## src/rtl/estu_inference_seq.sv

```systemverilog
// -----------------------------------------------------------------------------
// estu_inference_seq
//   Sequences a complete ESTU inference over n_timesteps timesteps. Each
//   timestep runs the instruction stream up to last_instr. Every instruction
//   that uses or generates V first pulls a burst of ae_count address-events
//   from the external stack into the internal stack. abort returns to IDLE
//   from any state. All outputs are Moore, decoded from the state register.
//
//   Optional feature macro: ESTU_WDOG_EN
//     defined   -> watchdog on WAIT_INSTR / RUN; sets a sticky error and
//                  forces IDLE after WDOG_CYCLES cycles in either state
//     undefined -> no watchdog; error tied 0
//
// Ports
//   clk, rst                   clock, synchronous active-high reset
//   start_inference            start request (IDLE only)
//   abort                      return to IDLE, highest priority
//   n_timesteps [TS_W]         timesteps per inference, latched at start (0 -> 1)
//   ae_count    [AE_W]         AE words per burst (0 -> 1)
//   use_v, v_gen_id            instruction needs / generates V
//   valid_instr                fetched instruction available
//   valid_op, last_instr       instruction complete / end of stream
//   valid_data                 mid-op request for a new AE burst
//   en, clr                    datapath enable / clear
//   fetch_instr                fetch request
//   r_en_ext_stack             external stack read enable
//   load_push_stack            push read word to internal stack
//   clr_pc                     program counter clear
//   valid_inference            one-cycle done pulse
//   busy                       high outside IDLE
//   timestep    [TS_W]         current timestep index
//   error                      sticky watchdog flag
// -----------------------------------------------------------------------------
module estu_inference_seq #(
  parameter int TS_W        = 8,
  parameter int AE_W        = 4,
  parameter int WDOG_CYCLES = 1024
) (
  input  logic            clk,
  input  logic            rst,
  input  logic            start_inference,
  input  logic            abort,
  input  logic [TS_W-1:0] n_timesteps,
  input  logic [AE_W-1:0] ae_count,
  input  logic            use_v,
  input  logic            v_gen_id,
  input  logic            valid_instr,
  input  logic            valid_op,
  input  logic            last_instr,
  input  logic            valid_data,
  output logic            en,
  output logic            clr,
  output logic            fetch_instr,
  output logic            r_en_ext_stack,
  output logic            load_push_stack,
  output logic            clr_pc,
  output logic            valid_inference,
  output logic            busy,
  output logic [TS_W-1:0] timestep,
  output logic            error
);

  typedef enum logic [3:0] {
    S_IDLE, S_CLR, S_FETCH, S_WAIT_INSTR, S_CHECK_V, S_READ_AE,
    S_LOAD_AE, S_SAVE_AE, S_RUN, S_NEXT_TS, S_DONE
  } state_t;

  state_t          state;
  state_t          state_next;
  logic [TS_W-1:0] timestep_q;
  logic [TS_W-1:0] n_ts;
  logic [AE_W-1:0] ae_cnt;
  logic [AE_W-1:0] ae_load;
  logic            need_v;
  logic            last_ts;
  logic            wdog_trip;
  logic            error_q;

  assign need_v  = use_v | v_gen_id;
  // A zero burst length still moves one word.
  assign ae_load = (ae_count == '0) ? AE_W'(1) : ae_count;
  assign last_ts = (timestep_q == n_ts - TS_W'(1));

  always_ff @(posedge clk) begin
    if (rst) begin
      state      <= S_IDLE;
      timestep_q <= '0;
      n_ts       <= TS_W'(1);
      ae_cnt     <= '0;
    end else begin
      state <= state_next;
      // abort freezes every register except state so timestep stays visible.
      if (!abort) begin
        case (state)
          S_IDLE: if (start_inference) begin
            n_ts       <= (n_timesteps == '0) ? TS_W'(1) : n_timesteps;
            timestep_q <= '0;
          end
          S_CHECK_V: if (need_v) ae_cnt <= ae_load;
          S_LOAD_AE: if (ae_cnt > AE_W'(1)) ae_cnt <= ae_cnt - AE_W'(1);
          S_RUN:     if (!valid_op && valid_data && need_v) ae_cnt <= ae_load;
          S_NEXT_TS: if (!last_ts) timestep_q <= timestep_q + TS_W'(1);
          default: ;
        endcase
      end
    end
  end

  always_comb begin
    state_next      = state;
    en              = 1'b0;
    clr             = 1'b0;
    fetch_instr     = 1'b0;
    r_en_ext_stack  = 1'b0;
    load_push_stack = 1'b0;
    clr_pc          = 1'b0;
    valid_inference = 1'b0;
    busy            = (state != S_IDLE);

    if (abort || wdog_trip) begin
      state_next = S_IDLE;
    end else begin
      case (state)
        S_IDLE:       if (start_inference) state_next = S_CLR;
        S_CLR:        state_next = S_FETCH;
        S_FETCH:      state_next = S_WAIT_INSTR;
        S_WAIT_INSTR: if (valid_instr) state_next = S_CHECK_V;
        S_CHECK_V:    state_next = need_v ? S_READ_AE : S_RUN;
        S_READ_AE:    state_next = S_LOAD_AE;
        S_LOAD_AE:    state_next = (ae_cnt > AE_W'(1)) ? S_READ_AE : S_SAVE_AE;
        S_SAVE_AE:    state_next = S_RUN;
        S_RUN: begin
          // Completion outranks a same-cycle burst request.
          if (valid_op)                  state_next = last_instr ? S_NEXT_TS : S_CLR;
          else if (valid_data && need_v) state_next = S_READ_AE;
        end
        S_NEXT_TS:    state_next = last_ts ? S_DONE : S_CLR;
        S_DONE:       state_next = S_IDLE;
        default:      state_next = S_IDLE;
      endcase
    end

    case (state)
      S_IDLE:    clr_pc          = 1'b1;
      S_CLR:     clr             = 1'b1;
      S_FETCH:   fetch_instr     = 1'b1;
      S_READ_AE: r_en_ext_stack  = 1'b1;
      S_LOAD_AE: load_push_stack = 1'b1;
      S_RUN:     en              = 1'b1;
      S_NEXT_TS: clr_pc          = 1'b1;
      S_DONE:    valid_inference = 1'b1;
      default: ;
    endcase
  end

`ifdef ESTU_WDOG_EN
  localparam int WDOG_W = $clog2(WDOG_CYCLES + 1);

  logic [WDOG_W-1:0] wdog_cnt;
  logic              wdog_state;

  assign wdog_state = (state == S_WAIT_INSTR) || (state == S_RUN);
  // Trips on the WDOG_CYCLES-th consecutive cycle spent in a waiting state.
  assign wdog_trip  = wdog_state && (wdog_cnt == WDOG_W'(WDOG_CYCLES - 1));

  always_ff @(posedge clk) begin
    if (rst) begin
      wdog_cnt <= '0;
      error_q  <= 1'b0;
    end else begin
      if (wdog_state && (state_next == state)) wdog_cnt <= wdog_cnt + WDOG_W'(1);
      else                                     wdog_cnt <= '0;
      if (!abort) begin
        if ((state == S_IDLE) && start_inference) error_q <= 1'b0;
        else if (wdog_trip)                       error_q <= 1'b1;
      end
    end
  end
`else
  // Always 0: the limit has no role without the watchdog.
  assign wdog_trip = (WDOG_CYCLES < 0);
  assign error_q   = 1'b0;
`endif

  assign timestep = timestep_q;
  assign error    = error_q;

endmodule
```

## config.mk

```make
export PLATFORM = sky130hd
export DESIGN_NAME = estu_inference_seq
export DESIGN_NICKNAME = d
export VERILOG_FILES = /design/src/rtl/estu_inference_seq.sv
export SDC_FILE = /design/constraint.sdc
export NUM_CORES = 1
export LEC_CHECK = 0
export ABC_CLOCK_PERIOD_IN_PS = 3800
export CORE_MARGIN = 4
export CORE_UTILIZATION = 45
export CTS_CLUSTER_SIZE = 8
export DETAILED_ROUTE_END_ITERATION = 8
export DONT_BUFFER_PORTS = 1
export PLACE_DENSITY = 0.6
export SLEW_MARGIN = 20
export SYNTH_ARGS = -nofsm -noshare
export SYNTH_HDL_FRONTEND = slang
export SYNTH_SLANG_ARGS = --single-unit
```

## constraint.sdc

```tcl
create_clock -name clk -period 3.8 [get_ports clk]
set_clock_uncertainty 0.1 [all_clocks]
set_input_delay 0.38 -clock clk [delete_from_list [all_inputs] [get_ports clk]]
set_output_delay 0.38 -clock clk [all_outputs]
set_load 0.01 [all_outputs]
```

---- Word level (Yosys, flattened, before mapping) ----
Cells that the tools add are included.
storage, ports and cells
  register bits ........................... 24
  input port bits ......................... 22
  output and inout port bits .............. 17
  word-level logic and storage cells ...... 69
cells by class
  $add $sub $neg .......................... 3
  $lt $le $gt $ge ......................... 1
  equal/unequal tests ..................... 18
  muxes and demuxes ....................... 25
  bitwise gates (word level) .............. 2
  reductions and logical operators ........ 16
operators with widths
  operator             number
  $mux 4               11
  $pmux 4 s10          1
  $mux 8               3
  $eq 4x3->1 const B   4
  $pmux 8 s2           1
  $eq 4x4->1 const B   3
  $ne 2x2->1 const B   6
  $pmux 4 s3           1
  $add 8x1->8 const B  1
  $eq 4x2->1 const B   2
  $eq 8x8->1           1
  $logic_not 4->1      2
  $logic_not 8->1      1
  $sub 8x1->8 const B  1
  $mux 1               7
  $reduce_and 3->1     2
  $reduce_and 5->1     1
  $eq 4x1->1 const B   1
  $gt 4x1->1 const B   1
  $reduce_and 4->1     1
  $reduce_bool 4->1    1
  $reduce_or 2->1      2
  $sub 4x1->4 const B  1
  $logic_and 1x1->1    3
  7 further kinds      7

---- Depth between registers and ports, before layout ----
  depth after elaboration ................. 5
  depth in mapped cells ................... 8
  mapped depth without buffers ............ 8

---- Worst setup path after synthesis ----
Ideal clock, no wire load.
  kind .................................... register to register
  start ................................... register n_ts[0]
  end ..................................... register timestep_q[1] (netlist: timestep[1])
  setup time .............................. 60 ps
  arrival time ............................ 2,160 ps
  required time ........................... 3,640 ps
  slack ................................... 1,480 ps
  cell stages (with the launch flop) ...... 9
  path buffers ............................ 0
  clock period less this slack ............ 2,320 ps
  cells stage by stage .................... dfxtp_1 inv_1 ha_1 o21ba_1 a221o_1 a2111oi_4 nand4b_2 a21oi_1 a32o_1
between the ends
  cells in the longest elaborated chain, start to end .. 4
ends and longest elaborated chain
  what                               RTL line  source
  from (decl)                        71        logic [TS_W-1:0] n_ts;
  from (signal assigned)             96        n_ts <= (n_timesteps == '0) ? TS_W'(1) : n_timesteps;
  $sub 8x1->8                        82        assign last_ts = (timestep_q == n_ts - TS_W'(1));
  $eq 8x8->1                         82
  $ne 2x2->1 (no source line)        --
  $reduce_and 4->1 (no source line)  --
  to (signal assigned)               102       S_NEXT_TS: if (!last_ts) timestep_q <= timestep_q + TS_W'(1);
  to (decl)                          70        logic [TS_W-1:0] timestep_q;
Every way passes these cells.
A chain may end at the register's enable or synchronous reset.

---- Worst setup path in the final report ----
  start ................................... register state[3]
  end ..................................... register timestep_q[3] (netlist: timestep[3])
between the ends
  cells in the longest elaborated chain, start to end .. 3
  elaborated cells on any way between the ends .. 7
  those cells by class .................... eq/ne (3); mux (1); reduce/logical (3)
ends and longest elaborated chain
  what                                                              RTL line  source
  from (decl)                                                       68        state_t state;
  from (signal assigned)                                            91        state <= state_next;
  $eq 4x4->1 or $logic_not 4->1 (tied branches)                     94        case (state)
  $ne 2x2->1 (no source line) or $reduce_bool 2->1 (tied branches)  --
  $reduce_and 4->1 (no source line)                                 --
Parallel ways exist; a longest one is shown, timed or not.

==> run metrics <==
Residual DRC 0; hold crit path type primary input to register; Yosys reg bits 24; layout cells sized above 1 under 10%; Rows 22; Slowest cell on crit path or4_4; Placed Instance Area 0.00171 mm²; vias after detailed routing about 1600; gr ovfl total 0; I/O pins 39; post-synthesis simple-gate area fraction between 30% and 40%; largest net degree at the start of global routing 17; prevailing post-synth register cell dfxtp_1; largest family of logic cells by synthesized area simple AND/OR/NAND/NOR gates; Clock Latency Late Sink 270 ps; GPL Wtd Cong 0.826; Least-Margin Pin Slew 741 ps; Final Hold Fails 0; Post-synth top cells nor2_1, dfxtp_1, nand2_1; clk root buf clkbuf_8; CP Max Fanout 15; Max transition margin between 50% and 60%; number of global-route vias before repair 1490; area of the die 0.00481 mm²; RSZ-0062 raised after global routing no; Detailed Route WL roughly 4200 µm; EDFF count, synth 0; initial drt markers 95; Tmin final around 2600 ps; multi-input logic area approximately 0.0012 mm²; worst ir drop on vdd approximately 0.00024 V; worst-path cell chain or4_4, or3b_1, and2b_4, nand2_1, a31oi_1, a41o_1; gr usage total roughly 18%; via/cell ratio 6.06; Die H 69.4 µm; Power Total roughly 560 µW; post-synthesis mux area share under 10%; design area ~0.0018 mm²; nets roughly 240; Syn. warnings 0; post-route clock period utilization around two thirds; top cell type's share of synthesized area 28.4%; Compound-Gate Fraction of Synth Area around 21%; Net Count, Synth about 240; Final Non-Filler Cells 260; CTS tree yes; Initial Util between 40% and 50%; CTS H-Tree Depth 1; outcome finished, final reports clean; Setup crit start kind register; die width between 60 and 70 µm; crit path buf inv count 0; Routed WL per cell ~16 µm; Fin Setup TNS 0 ps; Fillers about 380; first-pass GRT wire length between 7000 and 8000 µm; Cells after Synth approximately 220; Max Clk Rate approximately 0.38 GHz; slowest stage delay, CP approximately 630 ps; CP Data Required Time 3860 ps; Max Cap Viol 0; Post-CTS Setup Inserts 0; max-slew violations 0; post_cts resized 0; most numerous cell in the Yosys netlist nor2_1; port bufs 0; clock slew at reported path FFs ~80 ps; Setup Crit Path Kind register to register; Hold-fix buffers, CTS 0; XOR/XNOR Fraction of Synth Area roughly 4.1%; Num CTS Buffers 3; crit-path leading delay family simple AND/OR/NAND/NOR gates; ant diodes 0; initial antenna violation count 0; synthesized area 0.00169 mm²; Mean Syn Cell Area a little under 8 µm²; HPWL after DPL ~3300 µm; dpl cells 256; Post-Synth Adder-Cell Area a little under 3%; top cells by area, synth dfxtp_1, nor2_1, mux2i_1; leak pwr just over 0.7 nW; area leader, netlist dfxtp_1; PD cells 317 mW/mm²; antenna viol nets, final 0; hold_ws roughly 70 ps; dpl ws ~1200 ps; core box area 0.00366 mm²; Register Area approximately 480 µm²; Yosys cell types just over 50; Finished Core Util around half; Longest Clk Path Bufs 2; Sink Count 24; Final Setup Violations 0; Layout area overhead 5.17%; async set-reset flop share out of synthesis 0%; arrival time at the worst endpoint 2670 ps; critical path capture point type register; TritonRoute pass-1 iters 4; worst setup margin 1190 ps; sequential element share of the synthesized area 28.4%
## sequential cells by signal (all words and copies together), names as in the netlist
name	flops
ae_cnt	4
n_ts	8
state	4
timestep	8
## final timing paths
path,startpoint,endpoint,slack (ps),depth (start not counted)
setup / recovery,state[3]$_SDFFE_PP0P_,timestep[3]$_SDFFE_PP0P_,1190,6
hold / removal,rst,ae_cnt[0]$_SDFFE_PP0P_,70,1
setup reg to reg,state[3]$_SDFFE_PP0P_,timestep[3]$_SDFFE_PP0P_,1190,6
hold reg to reg,ae_cnt[1]$_SDFFE_PP0P_,ae_cnt[1]$_SDFFE_PP0P_,380,2
## where the power goes
part	leakage, nW	internal [mW]	total, mW	switching (mW)
combinational	0.497	0.0344	0.0765	0.0421
sequential	0.194	0.257	0.266	0.00932
clock	0.0357	0.141	0.222	0.0807
## worst register-to-register path: cells and delay by family, from the launching register on
kind               cells  cell delay (ps)
DFF                    1              450
AOI/OAI and AO/OA      2              280
and+or+nand+nor        4             1660
## placed cells by master, fill, tap and decap left out, drive strengths merged, types with 2 or more instances in the layout
cell type / netlist / layout
a2111oi: 2 / 2
a21oi: 14 / 14
a31oi: 6 / 6
a41o: 2 / 2
and3: 5 / 5
and4: 2 / 2
clkbuf: 5 / 3
dfxtp: 24 / 24
ha: 4 / 4
inv: 5 / 5
mux2i: 9 / 9
nand2: 18 / 18
nand2b: 10 / 10
nand3: 6 / 6
nor2: 31 / 31
nor2b: 2 / 2
nor3: 10 / 10
nor4: 6 / 6
o211ai: 3 / 3
o21ai: 10 / 10
o31ai: 2 / 2
or2: 4 / 4
or3: 2 / 2
or4: 5 / 5
xnor2: 3 / 3
xor2: 5 / 5
## per-layer routing
| metal | share of wire [%] | routed length (µm) | vias to the layer above | global-route usage (%) |
|---|---|---|---|---|
| met2 | 49 | 2080 | 35 | 29.4 |
| met4 | 0 | 0 | 0 | 1.52 |
| met3 | 6.0 | 251 | 0 | 5.65 |
| met1 | 45 | 1870 | 751 | 23.0 |
| li1 | - | - | 789 | - |
| met5 | 0 | 0 | - | 0 |
## cells by family after synthesis
group / after synthesis
simple gates: 107
mux: 9
fa+ha+maj: 4
xor+xnor: 8
flops: 24
buf+inv: 15
compound gates: 50
other cells: 1
## layout make-up
cell class / instances / share of cell area (%)
multi-input cells: 179 / 64.6
flip-flops and latches: 24 / 27.0
well taps: 48 / 3.37
clock buffers: 3 / 2.32
clock inverters: 1 / 1.69
inverters: 5 / 1.05
(Power assumes the default switching activity.)
